<file path="src/rtl/glitch_injector_pkg.sv">
// rtl/glitch_injector_pkg.sv - shared types and default widths for the glitch injector
package glitch_pkg;

    localparam int DEF_LEN_W = 8;
    localparam int DEF_GAP_W = 8;
    localparam int DEF_CNT_W = 16;

    typedef enum logic [1:0] {
        KIND_SET_LO = 2'b00,
        KIND_SET_HI = 2'b01,
        KIND_PULSE  = 2'b10,
        KIND_RSVD   = 2'b11
    } cmd_kind_e;

    typedef enum logic [1:0] {
        ST_IDLE  = 2'b00,
        ST_PULSE = 2'b01,
        ST_GAP   = 2'b10
    } inj_state_e;

    function automatic int max_w(input int a, input int b);
        return (a > b) ? a : b;
    endfunction

endpackage

</file>
<file path="src/rtl/glitch_injector_if.sv">
// rtl/glitch_injector_if.sv - command handshake bundle between sequencer and injector
interface glitch_injector_if
    import glitch_pkg::*;
#(
    parameter int LEN_W = DEF_LEN_W,
    parameter int GAP_W = DEF_GAP_W
);
    logic             cmd_valid;
    logic             cmd_ready;
    logic [1:0]       cmd_kind;
    logic [LEN_W-1:0] cmd_len;
    logic [GAP_W-1:0] cmd_gap;

    modport master (
        output cmd_valid, cmd_kind, cmd_len, cmd_gap,
        input  cmd_ready
    );

    modport slave (
        input  cmd_valid, cmd_kind, cmd_len, cmd_gap,
        output cmd_ready
    );
endinterface

</file>
<file path="src/rtl/glitch_injector_pulse_timer.sv">
// rtl/glitch_injector_pulse_timer.sv - loadable down-counter timing pulse and gap phases
module pulse_timer #(
    parameter int W = 8
) (
    input  logic         clk,
    input  logic         reset_n,
    input  logic         load,
    input  logic [W-1:0] load_val,
    input  logic         dec,
    output logic         zero
);
    logic [W-1:0] r_cnt;

    always_ff @(posedge clk or negedge reset_n) begin
        if (!reset_n) begin
            r_cnt <= '0;
        end else if (load) begin
            r_cnt <= load_val;
        end else if (dec && (r_cnt != '0)) begin
            r_cnt <= r_cnt - 1'b1;
        end
    end

    assign zero = (r_cnt == '0);
endmodule

</file>
<file path="src/rtl/glitch_injector.sv">
// rtl/glitch_injector.sv - drives a base level and emits cycle-exact opposite-polarity pulses with guard gaps
module glitch_injector
    import glitch_pkg::*;
#(
    parameter int LEN_W = DEF_LEN_W,
    parameter int GAP_W = DEF_GAP_W,
    parameter int CNT_W = DEF_CNT_W
) (
    input  logic                 clk,
    input  logic                 reset_n,
    glitch_injector_if.slave     cmd,
    output logic                 sig_out,
    output logic                 busy,
    output logic                 done,
    output logic                 cmd_err,
    output logic [CNT_W-1:0]     pulse_cnt
);
    localparam int TW = max_w(LEN_W, GAP_W);

    inj_state_e       r_state, w_next_state;
    logic             r_base, w_base_next;
    logic             r_sig, w_sig_next;
    logic             r_done, w_done_next;
    logic             r_err, w_err_next;
    logic [GAP_W-1:0] r_gap;
    logic             w_gap_load;
    logic [CNT_W-1:0] r_cnt;
    logic             w_cnt_inc;
    logic             w_load, w_dec, w_zero;
    logic [TW-1:0]    w_load_val;
    logic [TW-1:0]    w_len_m1, w_gap_m1;
    logic             w_accept;

    assign cmd.cmd_ready = (r_state == ST_IDLE) && reset_n;
    assign w_accept      = cmd.cmd_valid && cmd.cmd_ready;

    // A zero length is stretched to one full cycle so the pulse is never lost.
    assign w_len_m1 = (cmd.cmd_len == '0) ? '0 : TW'(cmd.cmd_len) - TW'(1);
    assign w_gap_m1 = TW'(r_gap) - TW'(1);

    pulse_timer #(.W(TW)) u_timer (
        .clk      (clk),
        .reset_n  (reset_n),
        .load     (w_load),
        .load_val (w_load_val),
        .dec      (w_dec),
        .zero     (w_zero)
    );

    always_comb begin
        w_next_state = r_state;
        w_base_next  = r_base;
        w_sig_next   = r_sig;
        w_done_next  = 1'b0;
        w_err_next   = 1'b0;
        w_gap_load   = 1'b0;
        w_cnt_inc    = 1'b0;
        w_load       = 1'b0;
        w_load_val   = '0;
        w_dec        = 1'b0;
        unique case (r_state)
            ST_IDLE: begin
                if (w_accept) begin
                    case (cmd_kind_e'(cmd.cmd_kind))
                        KIND_SET_LO: begin
                            w_base_next = 1'b0;
                            w_sig_next  = 1'b0;
                        end
                        KIND_SET_HI: begin
                            w_base_next = 1'b1;
                            w_sig_next  = 1'b1;
                        end
                        KIND_PULSE: begin
                            w_sig_next   = ~r_base;
                            w_load       = 1'b1;
                            w_load_val   = w_len_m1;
                            w_gap_load   = 1'b1;
                            w_next_state = ST_PULSE;
                        end
                        default: w_err_next = 1'b1;
                    endcase
                end
            end
            ST_PULSE: begin
                if (w_zero) begin
                    w_sig_next = r_base;
                    if (r_gap == '0) begin
                        w_next_state = ST_IDLE;
                        w_done_next  = 1'b1;
                        w_cnt_inc    = 1'b1;
                    end else begin
                        w_load       = 1'b1;
                        w_load_val   = w_gap_m1;
                        w_next_state = ST_GAP;
                    end
                end else begin
                    w_dec = 1'b1;
                end
            end
            ST_GAP: begin
                if (w_zero) begin
                    w_next_state = ST_IDLE;
                    w_done_next  = 1'b1;
                    w_cnt_inc    = 1'b1;
                end else begin
                    w_dec = 1'b1;
                end
            end
            default: w_next_state = ST_IDLE;
        endcase
    end

    always_ff @(posedge clk or negedge reset_n) begin
        if (!reset_n) begin
            r_state <= ST_IDLE;
            r_base  <= 1'b0;
            r_sig   <= 1'b0;
            r_done  <= 1'b0;
            r_err   <= 1'b0;
            r_gap   <= '0;
            r_cnt   <= '0;
        end else begin
            r_state <= w_next_state;
            r_base  <= w_base_next;
            r_sig   <= w_sig_next;
            r_done  <= w_done_next;
            r_err   <= w_err_next;
            if (w_gap_load) begin
                r_gap <= cmd.cmd_gap;
            end
            if (w_cnt_inc) begin
                r_cnt <= r_cnt + 1'b1;
            end
        end
    end

    assign sig_out   = r_sig;
    assign busy      = (r_state != ST_IDLE);
    assign done      = r_done;
    assign cmd_err   = r_err;
    assign pulse_cnt = r_cnt;
endmodule

</file>
<file path="src/flat_wrapper.sv">
// flat-port wrapper written by rule: the top's interface ports become plain ports
module glitch_injector_flat import glitch_pkg::*;
#(
    parameter int LEN_W = DEF_LEN_W,
    parameter int GAP_W = DEF_GAP_W,
    parameter int CNT_W = DEF_CNT_W
)
  (clk, reset_n, sig_out, busy, done, cmd_err, pulse_cnt, cmd_cmd_valid, cmd_cmd_kind, cmd_cmd_len, cmd_cmd_gap, cmd_cmd_ready);
  glitch_injector_if #(.LEN_W(LEN_W), .GAP_W(GAP_W)) cmd_i ();
  input  logic clk;
  input  logic reset_n;
  output logic sig_out;
  output logic busy;
  output logic done;
  output logic cmd_err;
  output logic [CNT_W-1:0] pulse_cnt;
  input wire logic [$bits(cmd_i.cmd_valid)-1:0] cmd_cmd_valid;
  input wire logic [$bits(cmd_i.cmd_kind)-1:0] cmd_cmd_kind;
  input wire logic [$bits(cmd_i.cmd_len)-1:0] cmd_cmd_len;
  input wire logic [$bits(cmd_i.cmd_gap)-1:0] cmd_cmd_gap;
  output wire logic [$bits(cmd_i.cmd_ready)-1:0] cmd_cmd_ready;
  assign cmd_i.cmd_valid = cmd_cmd_valid;
  assign cmd_i.cmd_kind = cmd_cmd_kind;
  assign cmd_i.cmd_len = cmd_cmd_len;
  assign cmd_i.cmd_gap = cmd_cmd_gap;
  assign cmd_cmd_ready = cmd_i.cmd_ready;
  glitch_injector #(.LEN_W(LEN_W), .GAP_W(GAP_W), .CNT_W(CNT_W)) u_core (.clk(clk), .reset_n(reset_n), .cmd(cmd_i), .sig_out(sig_out), .busy(busy), .done(done), .cmd_err(cmd_err), .pulse_cnt(pulse_cnt));
endmodule
</file>
<file path="config.mk">
export PLATFORM = sky130hd
export DESIGN_NAME = glitch_injector_flat
export DESIGN_NICKNAME = d
export VERILOG_FILES = /design/src/rtl/glitch_injector_pkg.sv /design/src/rtl/glitch_injector_if.sv /design/src/rtl/glitch_injector_pulse_timer.sv /design/src/rtl/glitch_injector.sv /design/src/flat_wrapper.sv
export SDC_FILE = /design/constraint.sdc
export NUM_CORES = 1
export LEC_CHECK = 0
export ABC_AREA = 1
export CAP_MARGIN = 20
export CORE_MARGIN = 8
export CORE_UTILIZATION = 55
export CTS_BUF_LIST = sky130_fd_sc_hd__clkbuf_4
export CTS_CLUSTER_SIZE = 25
export DETAILED_ROUTE_END_ITERATION = 6
export PLACE_DENSITY = 0.81
export SLEW_MARGIN = 10
export SYNTH_ARGS = -nofsm -noshare
export SYNTH_HDL_FRONTEND = slang
export SYNTH_SLANG_ARGS = --single-unit
export TNS_END_PERCENT = 20
</file>
<file path="constraint.sdc">
create_clock -name clk -period 1.85 [get_ports clk]
set_input_delay 0.2775 -clock clk [delete_from_list [all_inputs] [get_ports clk]]
set_output_delay 0.2775 -clock clk [all_outputs]
set_load 0.005 [all_outputs]
</file>
==> impl_metrics.toml <==
[clock_tree]
hold_buffers = 0
cts_tree = "yes"
clk_pin_slew_worst_paths_ns = 0.13
clockBufferDepth = 2
insertion_delay_ns = 0.36
root_buffer = "clkbuf_4"
htree_levels = 2
cts_made_buffers = 5
cts_num_sinks = 38

[cells_and_area]
nets = 474
final-instance-count-excl-fill = 511
drive_gt1_share_pct = 13.6
area_delta_synth_final_pct = 23.8
antennaDiodeCount = 0

[sta]
setup_viol = 0
layout_setup_ws_ns = 0.192
slew_headroom_pct = 67.9
period_minus_slack_ns = 1.66
finalMaxSlewViolations = 0
period_share_pct = 89.6
finalClockSkew_ns = 0.0160
worstMarginPinSlew_ns = 0.481
fmax_mhz = 603
hold_viol_final = 0

[global_route]
grt_max_degree = 39
grt_first_pass_wirelength_um = 10700
grt_usage_pct = 17.7
grt_overflow = 0
first_global_vias = 2460
antenna_found_initial = 0

[power_and_ir_drop]
vdd_drop_max_mv = 0.560
power_frac_comb_pct = 53.9
clkPwrFrac_pct = 11.8
intPower_mw = 2.03
switching_share_pct = 45.8
cellPowerDensity_nw_per_um2 = 1090
p_leak_nw = 1.65
switchingPower_mw = 1.71
seqPwrFrac_pct = 34.4

[die]
rows = 26
core_area_um2 = 4980
num_io_pins = 42
die-area_um2 = 7560
die_h_um = 86.9
initial_core_util_pct = 55.6
die_x_um = 86.9

[worst_setup_path]
cpMaxStageDelayCell = "dfrtp_1"
crit_required_ns = 2.16
startpoint = "u_core.r_state[0]$_DFFE_PN0P_"
crit_type = "reg -> reg"
crit_chain = "inv_2 > ha_4 > nand2_2 > nor2_2 > nand2_2 > nor2_2 > nand3_1 > nand3_1 > nand2_1 > nand2_1"
cp-end-kind = "flop"
worstSetupStartpointType = "flop"
cp_slowest_stage_delay_ns = 0.43
crit_arrival_ns = 1.97
path_max_fanout = 8
r2r-start = "u_core.r_state[0]$_DFFE_PN0P_"

[route]
drt_iter0_drc = 78
vias_per_cell = 5.09
drt.antenna.violating_nets = 0
dr.pass1.iters = 5
wire_per_inst_um = 12.2
via_count = 2600
wirelength_um = 6250
drc = 0

[hold_path]
hp-class = "in -> async"

[placement]
place_congestion = 0.871
dp_slack_ns = 0.0426
dpl.cell_count = 499
placement.io_buffers = 41
dp_hpwl_um = 4980

[synthesis]
post-synth-top-count-cell = "nand2_1"
avgSynthCellArea_um2 = 7.24
synth_top_area_cell = "dfrtp_1"
synthFlopType = "dfrtp_1"
synth_enable_flop_cells = 0
netlist_instances = 382
synth_area_um2 = 2770
synth-seq-cells = 38
synth-async-reset-ratio_pct = 100
ys_seq_area_share_pct = 34.4
synth_area_leaders = "dfrtp_1, nand2_1, inv_1"
syn_nets = 416
synthDistinctLibCells = 29
yosys_warnings = 0
synth_top_area_share_pct = 34.4
synthTopCellsByCount = "nand2_1, inv_1, dfrtp_1, nand3_1, nor2_1"

[run]
maxCapViolCount = 0

[status]
status = "finished, final reports clean"
flip-flops by register name (all words and copies together), names as in the netlist:
name and count:
u_core.pulse_cnt 16, u_core.u_timer.r_cnt 8, u_core.r_base 1, u_core.r_state 2, u_core.done 1, u_core.r_gap 8
u_core.sig_out 1, u_core.cmd_err 1
per-stage QoR:
stage | hold slack, ns | TNS (ns) | util (%) | power [mW] | cell area (um^2)
final | 0.0181 | 0 | 68.8 | 3.74 | 3420
after floorplan | -0.0181 | 0 | - | 2.63 | 2770
after detailed placement | 0.426 | 0 | 66.4 | 3.16 | 3310
after global placement | 0.428 | 0 | 66.4 | 3.11 | 3310
after global routing | 0.0464 | -0.00529 | 68.8 | 4.07 | 3420
after CTS | 0.0322 | 0 | 68.3 | 3.70 | 3400
routing by layer:
metal	global-route usage (%)	wire (um)	up-vias
met2	31.1	3080	69
met4	5.48	88	0
li1	-	-	1329
met3	3.96	296	8
met5	0	0	-
met1	20.7	2780	1194
final timing paths:
| kind | endpoint | slack, ns | cells past startpoint |
|---|---|---|---|
| worst max-delay path | u_core.u_timer.r_cnt[4]$_DFFE_PN0P_ | 0.19 | 10 |
| worst min-delay path | u_core.pulse_cnt[5]$_DFFE_PN0P_ | 0.02 | 2 |
| worst max register to register | u_core.u_timer.r_cnt[4]$_DFFE_PN0P_ | 0.19 | 10 |
| worst min register to register | u_core.sig_out$_DFFE_PN0P_ | 0.51 | 2 |
| max in group asynchronous | u_core.cmd_err$_DFF_PN0_ | 1.49 | 2 |
| min in group clk | u_core.cmd_err$_DFF_PN0_ | 0.34 | 5 |
cells by family (layout without fill, tap and decap cells):
logic type	after synthesis	after routing	share of synthesized area (%)
adder cells (fa/ha/maj)	13	13	5.88
XOR/XNOR	21	21	6.65
buffers and inverters	59	118	8.41
AO/OA/AOI/OAI	25	25	5.38
flip-flops	38	38	34.4
AND/OR/NAND/NOR	226	226	39.3
critical path: cells and delay by family (launching register included):
kind,cells,cell delay [ns]
and+or+nand+nor,8,0.97
DFF,1,0.43
buffers and inverters,1,0.09
adders and majority gates,1,0.14
layout make-up:
class / instances / area [um^2]
sequential: 38 / 951
timing repair buffer: 52 / 502
multi-input combinational: 285 / 1600
inverter: 58 / 228
clock buffer: 5 / 37.5
clock inverter: 3 / 16.3
fill: 431 / 1550
tap: 70 / 87.6
what timing repair did:
action | 4_1_cts | 5_1_grt
pin swaps | 1 | 1
setup buffers | 3 | 1
endpoints found under the hold margin | 0 | 0
gates cloned | 0 | 0
endpoints found under the setup margin | 2 | 12
resized for setup | 7 | 2
power groups by stage:
stage | sequential (mW) | combinational [mW] | clock, mW
global placement | 1.29 | 1.82 | 0
CTS | 1.28 | 1.97 | 0.457
detailed placement | 1.30 | 1.86 | 0
floorplan | 1.25 | 1.38 | 0
finish | 1.29 | 2.01 | 0.440
global route | 1.31 | 2.27 | 0.491
layout by cell type, fill, tap and decap left out, drive strengths merged:
master and n:
xor2 15, nor3 12, clkdlybuf4s50 38, dlymetal6s2s 1
inv 57, dlygate4sd2 1, dfrtp 38, buf 12
xnor2 6, nand3 45, nor2 38, clkbuf 5
a22oi 1, o21ai 19, nand2 123, nand4 8
clkinv 3, ha 13, clkinvlp 1, a21oi 4
o21bai 1
Note: power is estimated with default switching activity, not from simulation.
==> variant 1, RTL diff (config.mk and constraints unchanged) <==
Encoding of `inj_state_e`: now one-hot (3 bits for 3 states).
--- a/src/rtl/glitch_injector_pkg.sv
+++ b/src/rtl/glitch_injector_pkg.sv
@@ -12,10 +12,10 @@
         KIND_RSVD   = 2'b11
     } cmd_kind_e;
 
-    typedef enum logic [1:0] {
-        ST_IDLE  = 2'b00,
-        ST_PULSE = 2'b01,
-        ST_GAP   = 2'b10
+    typedef enum logic [2:0] {
+        ST_IDLE  = 3'b001,
+        ST_PULSE = 3'b010,
+        ST_GAP   = 3'b100
     } inj_state_e;
 
     function automatic int max_w(input int a, input int b);
Function: no difference found for any inputs over 4 cycles, from zero or initial values and one cycle with reset_n low; so few cycles prove little.
==> variant 1 against the original RTL <==
- worst setup slack worse by 67 ps
- cell area fell by 2.8%
- sequential cell count is 1 higher
- count of clock-buffer cells in the layout up 2
- register-to-register slack got worse by 40 ps
- routed wire length fell by 4.7%
- via count decreased by 5.7%
- synthesized area fell by 2.7%
- critical endpoint is now cmd_cmd_ready
- largest cell class unchanged
Power is not compared: it rests on default switching activity, and its combinational part moved more than twofold at a synthesized area within 25%.
==> variant 1: results (changes against the original RTL) <==
placement:
  placed_cell_area_mm2: 0.00325  # -1.9%
  place_congestion: 0.949  # +9.0%
  port_buffers: 41  # unchanged
  pre_cts_slack_ps: -27.0  # -69.6 ps
  dp_hpwl_um: 4720  # -5.2%
  placedCellCount: 482  # -3.4%
final_layout:
  drive_gt1_share_pct: 11.8  # -1.8 points
  stdcell_count: 493  # -3.5%
  finalNetCount: 455  # -4.0%
  largest_reg_flops: 16  # unchanged
routing:
  drt-met1-wl_um: 2760  # -0.79%
  first_iter_violations: 86  # +10%
  wl_met2_um: 2830  # -8.1%
  via_per_inst: 4.97  # -2.3%
  firstDrtPassIters: 5  # unchanged
  wl_um: 5960  # -4.7%
  dr.max_layer_used: "met4"
  routed-wl-met3_um: 246  # -17%
clock_tree:
  htreeDepth: 2  # unchanged
  clk_latency_ps: 340  # -20 ps
  clockBufferDepth: 2  # unchanged
  cts-root-buf: "clkbuf_4"
  numCtsBuffers: 5  # unchanged
  clkTransAtPathRegs_ps: 120
grt:
  use_met3_pct: 2.87  # -1.1 points
  grt_pass1_wl_um: 10400  # -2.8%
  antenna_found_initial: 1  # +1
  use_met2_pct: 30.4  # -0.72 points
  use_met1_pct: 20.1  # -0.59 points
  grt_pass1_vias: 2384  # -3.1%
  grt_start_max_net_pins: 40  # +2.6%
  grt_use_total_pct: 17.1  # -0.53 points
synth:
  ys_seq_area_share_pct: 36.3  # +1.9 points
  synth.net_count: 398  # -4.3%
  ys.flop_type: "dfrtp_1"
  syn_inst: 367  # -3.9%
  async_reset_ff_share_pct: 100  # unchanged
  netlist_top_cells_area: "dfrtp_1 (35%), nand2_1 (14%), nor2_1 (6.4%)"
  synth_common_cells: "nand2_1 (100), nor2_1 (46), inv_1 (45)"
  yosys_warnings: 0  # unchanged
  yosysUniqueCellTypes: 35  # +21%
worst_setup_path:
  crit_fanout: 5  # -3
  crit_arrival_ps: 1450  # -520 ps
power_and_ir_drop:
  vdd_drop_max_mv: 0.337
  internal_power_uw: 1100
  leakage_uw: 0.00151
worst_hold_path:
  hp-class: "input pin to register"
run_status:
  status: "finished clean"
sta:
  clock_skew_ps: 12.2  # -3.78 ps
  tightest_slew_ps: 504  # +22.7 ps
-- variant 1: final timing paths --
kind / from / end / slack, ps / depth (start not counted)
max: u_core.r_state[0] / cmd_cmd_ready / 120 / 3
min: cmd_cmd_gap[2] / u_core.r_gap[2] / 450 / 3
max reg2reg: u_core.u_timer.r_cnt[0] / u_core.pulse_cnt[2] / 150 / 9
min reg2reg: u_core.sig_out / u_core.sig_out / 510 / 2
max in group asynchronous: reset_n / u_core.r_state[0] / 970 / 3
min in group asynchronous: reset_n / u_core.pulse_cnt[6] / 520 / 3
-- variant 1: worst max-delay path, stage by stage, from the launching register on --
cell and delay [ps]:
dfstp_2 580, nand3_4 130, nor2_8 140, dlygate4sd2_1 260
-- variant 1: power groups by stage --
| stage | logic, uW | registers (uW) | clock network, uW |
|---|---|---|---|
| after floorplan | 43.5 | 876 | 0 |
| after global placement | 122 | 877 | 0 |
| after detailed placement | 125 | 877 | 0 |
| after CTS | 127 | 861 | 478 |
| after global routing | 141 | 862 | 514 |
| final | 126 | 861 | 467 |
-- variant 1: cells by family after synthesis --
logic type,share of synthesized area [%]
buffers and inverters,8.18
adder cells (fa/ha/maj),4.65
XOR/XNOR,7.48
AO/OA/AOI/OAI,7.76
flip-flops,36.3
AND/OR/NAND/NOR,35.6
-- variant 1: layout make-up --
type	instances	area (um2)
clock inverter	1	5.00
antenna	1	2.50
timing repair buffer	53	508
clock buffer	7	52.6
inverter	51	196
multi-input combinational	274	1500
tap	67	83.8
sequential	39	977
fill	384	1400
-- variant 1: what timing repair did --
action	4_1_cts	5_1_grt
gates resized for setup	2	2
endpoints found under the hold margin	9	0
hold buffers	1	0
setup endpoints to repair	2	4
setup buffers	1	0
==> variant 2, RTL diff (same flow settings) <==
Without the edit above. Set the package constant `DEF_LEN_W` to 4 (it was 8).
--- a/src/rtl/glitch_injector_pkg.sv
+++ b/src/rtl/glitch_injector_pkg.sv
@@ -1,7 +1,7 @@
 // rtl/glitch_injector_pkg.sv - shared types and default widths for the glitch injector
 package glitch_pkg;
 
-    localparam int DEF_LEN_W = 8;
+    localparam int DEF_LEN_W = 4;
     localparam int DEF_GAP_W = 8;
     localparam int DEF_CNT_W = 16;
 
Interface: changed (resized cmd_cmd_len); port bits go from 42 to 38. No check against the original RTL was run, so the function may have changed too.
==> variant 2 against the original RTL <==
- sequential cell count is the same
- synthesized cell count down 2.4%
- synthesized area down 5.3%
- critical path depth unchanged
- sequential power down 5%
- clock skew down 1.7 ps
- cell area is 6.8% lower
- routed wire length shrank 5.2%
- total power shrank 7.0%
- worst setup slack got worse by 13 ps
- critical path type unchanged
- critical endpoint is now u_core.u_timer.r_cnt[1]
==> variant 2: results (changes against the original RTL) <==
run_status:
  status: "finished clean"
final_layout:
  finalNetCount: 457  # -3.6%
  fill_cells: 391  # -9.3%
  drive_gt1_share_pct: 11.5  # -2.1 points
  diodes: 0  # unchanged
grt:
  grt_start_max_net_pins: 39  # unchanged
  grt_pass1_wl_um: 10400  # -2.8%
  grt_pass1_vias: 2409  # -2.1%
  grt_use_total_pct: 17.3  # -0.33 points
routing:
  via_per_inst: 5.23  # +2.8%
  wl_um: 5930  # -5.2%
  firstDrtPassIters: 4  # -1
  first_iter_violations: 135  # +73%
synth:
  ys_seq_area_share_pct: 36.3  # +1.9 points
  netlist_top_cells_area: "dfrtp_1 (36%), nand2_1 (17%), nand3_1 (8.6%)"
  synth.net_count: 403  # -3.1%
  yosysUniqueCellTypes: 30  # +3.4%
  synth_common_cells: "nand2_1 (118), inv_1 (45), nand3_1 (45)"
clock_tree:
  htreeDepth: 2  # unchanged
  cts_resized: 6  # -1
  cts-root-buf: "clkbuf_4"
  clkTransAtPathRegs_ps: 110  # -20 ps
  cts_setup_buffers: 4  # +1
  clk_latency_ps: 350
power_and_ir_drop:
  vdd_drop_max_mv: 0.732  # +31%
  powerClk_uw: 394  # -10%
  p_seq_share_pct: 35.3  # +0.9 points
  switching_share_pct: 45.7  # -0.12 points
  leakage_uw: 0.00160  # -3.2%
  power.total_uw: 3480  # -7.0%
worst_setup_path:
  rr_worst_depth: 10  # unchanged
  critPathMaxStageDelay_ps: 390  # -40 ps
  cp_top_family: "simple AND/OR/NAND/NOR gates"
  crit_arrival_ps: 1920  # -50 ps
  crit_fanout: 6  # -2
  slowest_stage: "dfrtp_1"
placement:
  port_buffers: 37  # -9.8%
  dp_hpwl_um: 4540  # -8.8%
  place_congestion: 0.915  # +5.1%
  placed_cell_area_mm2: 0.00309  # -6.5%
worst_hold_path:
  hp-class: "input pin to async pin"
sta:
  clock_skew_ps: 14.3  # -1.67 ps
  max_slew_margin_pct: 68.2  # +0.33 points
-- variant 2: changes by cell type after synthesis, sizes merged, moves of 2 or more --
| cell | delta |
|---|---|
| xor2 | -7 |
| nand4 | +3 |
| nand3 | +2 |
| inv | -6 |
| buf | +3 |
| nor3 | -4 |
-- variant 2: logic make-up (layout without fill, tap and decap cells) --
| family | Yosys count | after routing | synth area share, % |
|---|---|---|---|
| compound gates | 25 | 25 | 5.35 |
| xor+xnor | 13 | 13 | 4.35 |
| fa+ha+maj | 13 | 13 | 6.21 |
| buf+inv | 58 | 111 | 9.03 |
| flops | 38 | 38 | 36.3 |
| simple gates | 226 | 226 | 38.7 |
-- variant 2: metrics by stage --
stage	setup slack [ps]	instances
after floorplan	267	373
after global placement	36.6	469
after detailed placement	-21.6	469
after CTS	48.0	479
after global routing	27.8	480
final	179	480
-- variant 2: layout make-up --
cell class              instances  area [um2]  area share, %
multi-input cells             277        1450           45.5
flip-flops and latches         38         951           29.8
repair buffers                 52         479           15.0
inverters                      53         200           6.27
well taps                      54        67.6           2.12
clock buffers                   5        37.5           1.18
clock inverters                 1        3.75          0.118
-- variant 2: final timing paths --
path | to | from | slack [ps]
max | u_core.u_timer.r_cnt[1] | u_core.u_timer.r_cnt[1] | 180
min | u_core.done | reset_n | 10
max reg2reg | u_core.u_timer.r_cnt[1] | u_core.u_timer.r_cnt[1] | 180
min reg2reg | u_core.sig_out | u_core.sig_out | 490
max in group asynchronous | u_core.r_gap[3] | reset_n | 1480
min in group clk | u_core.r_gap[1] | cmd_cmd_gap[1] | 490
-- variant 2: per-layer routing --
layer	GRT usage [%]	part of all wire, %	routed length (um)
met5	0	0	0
met4	5.66	1.2	74
met3	4.34	5.6	332
met2	29.8	48	2850
met1	20.4	45	2680
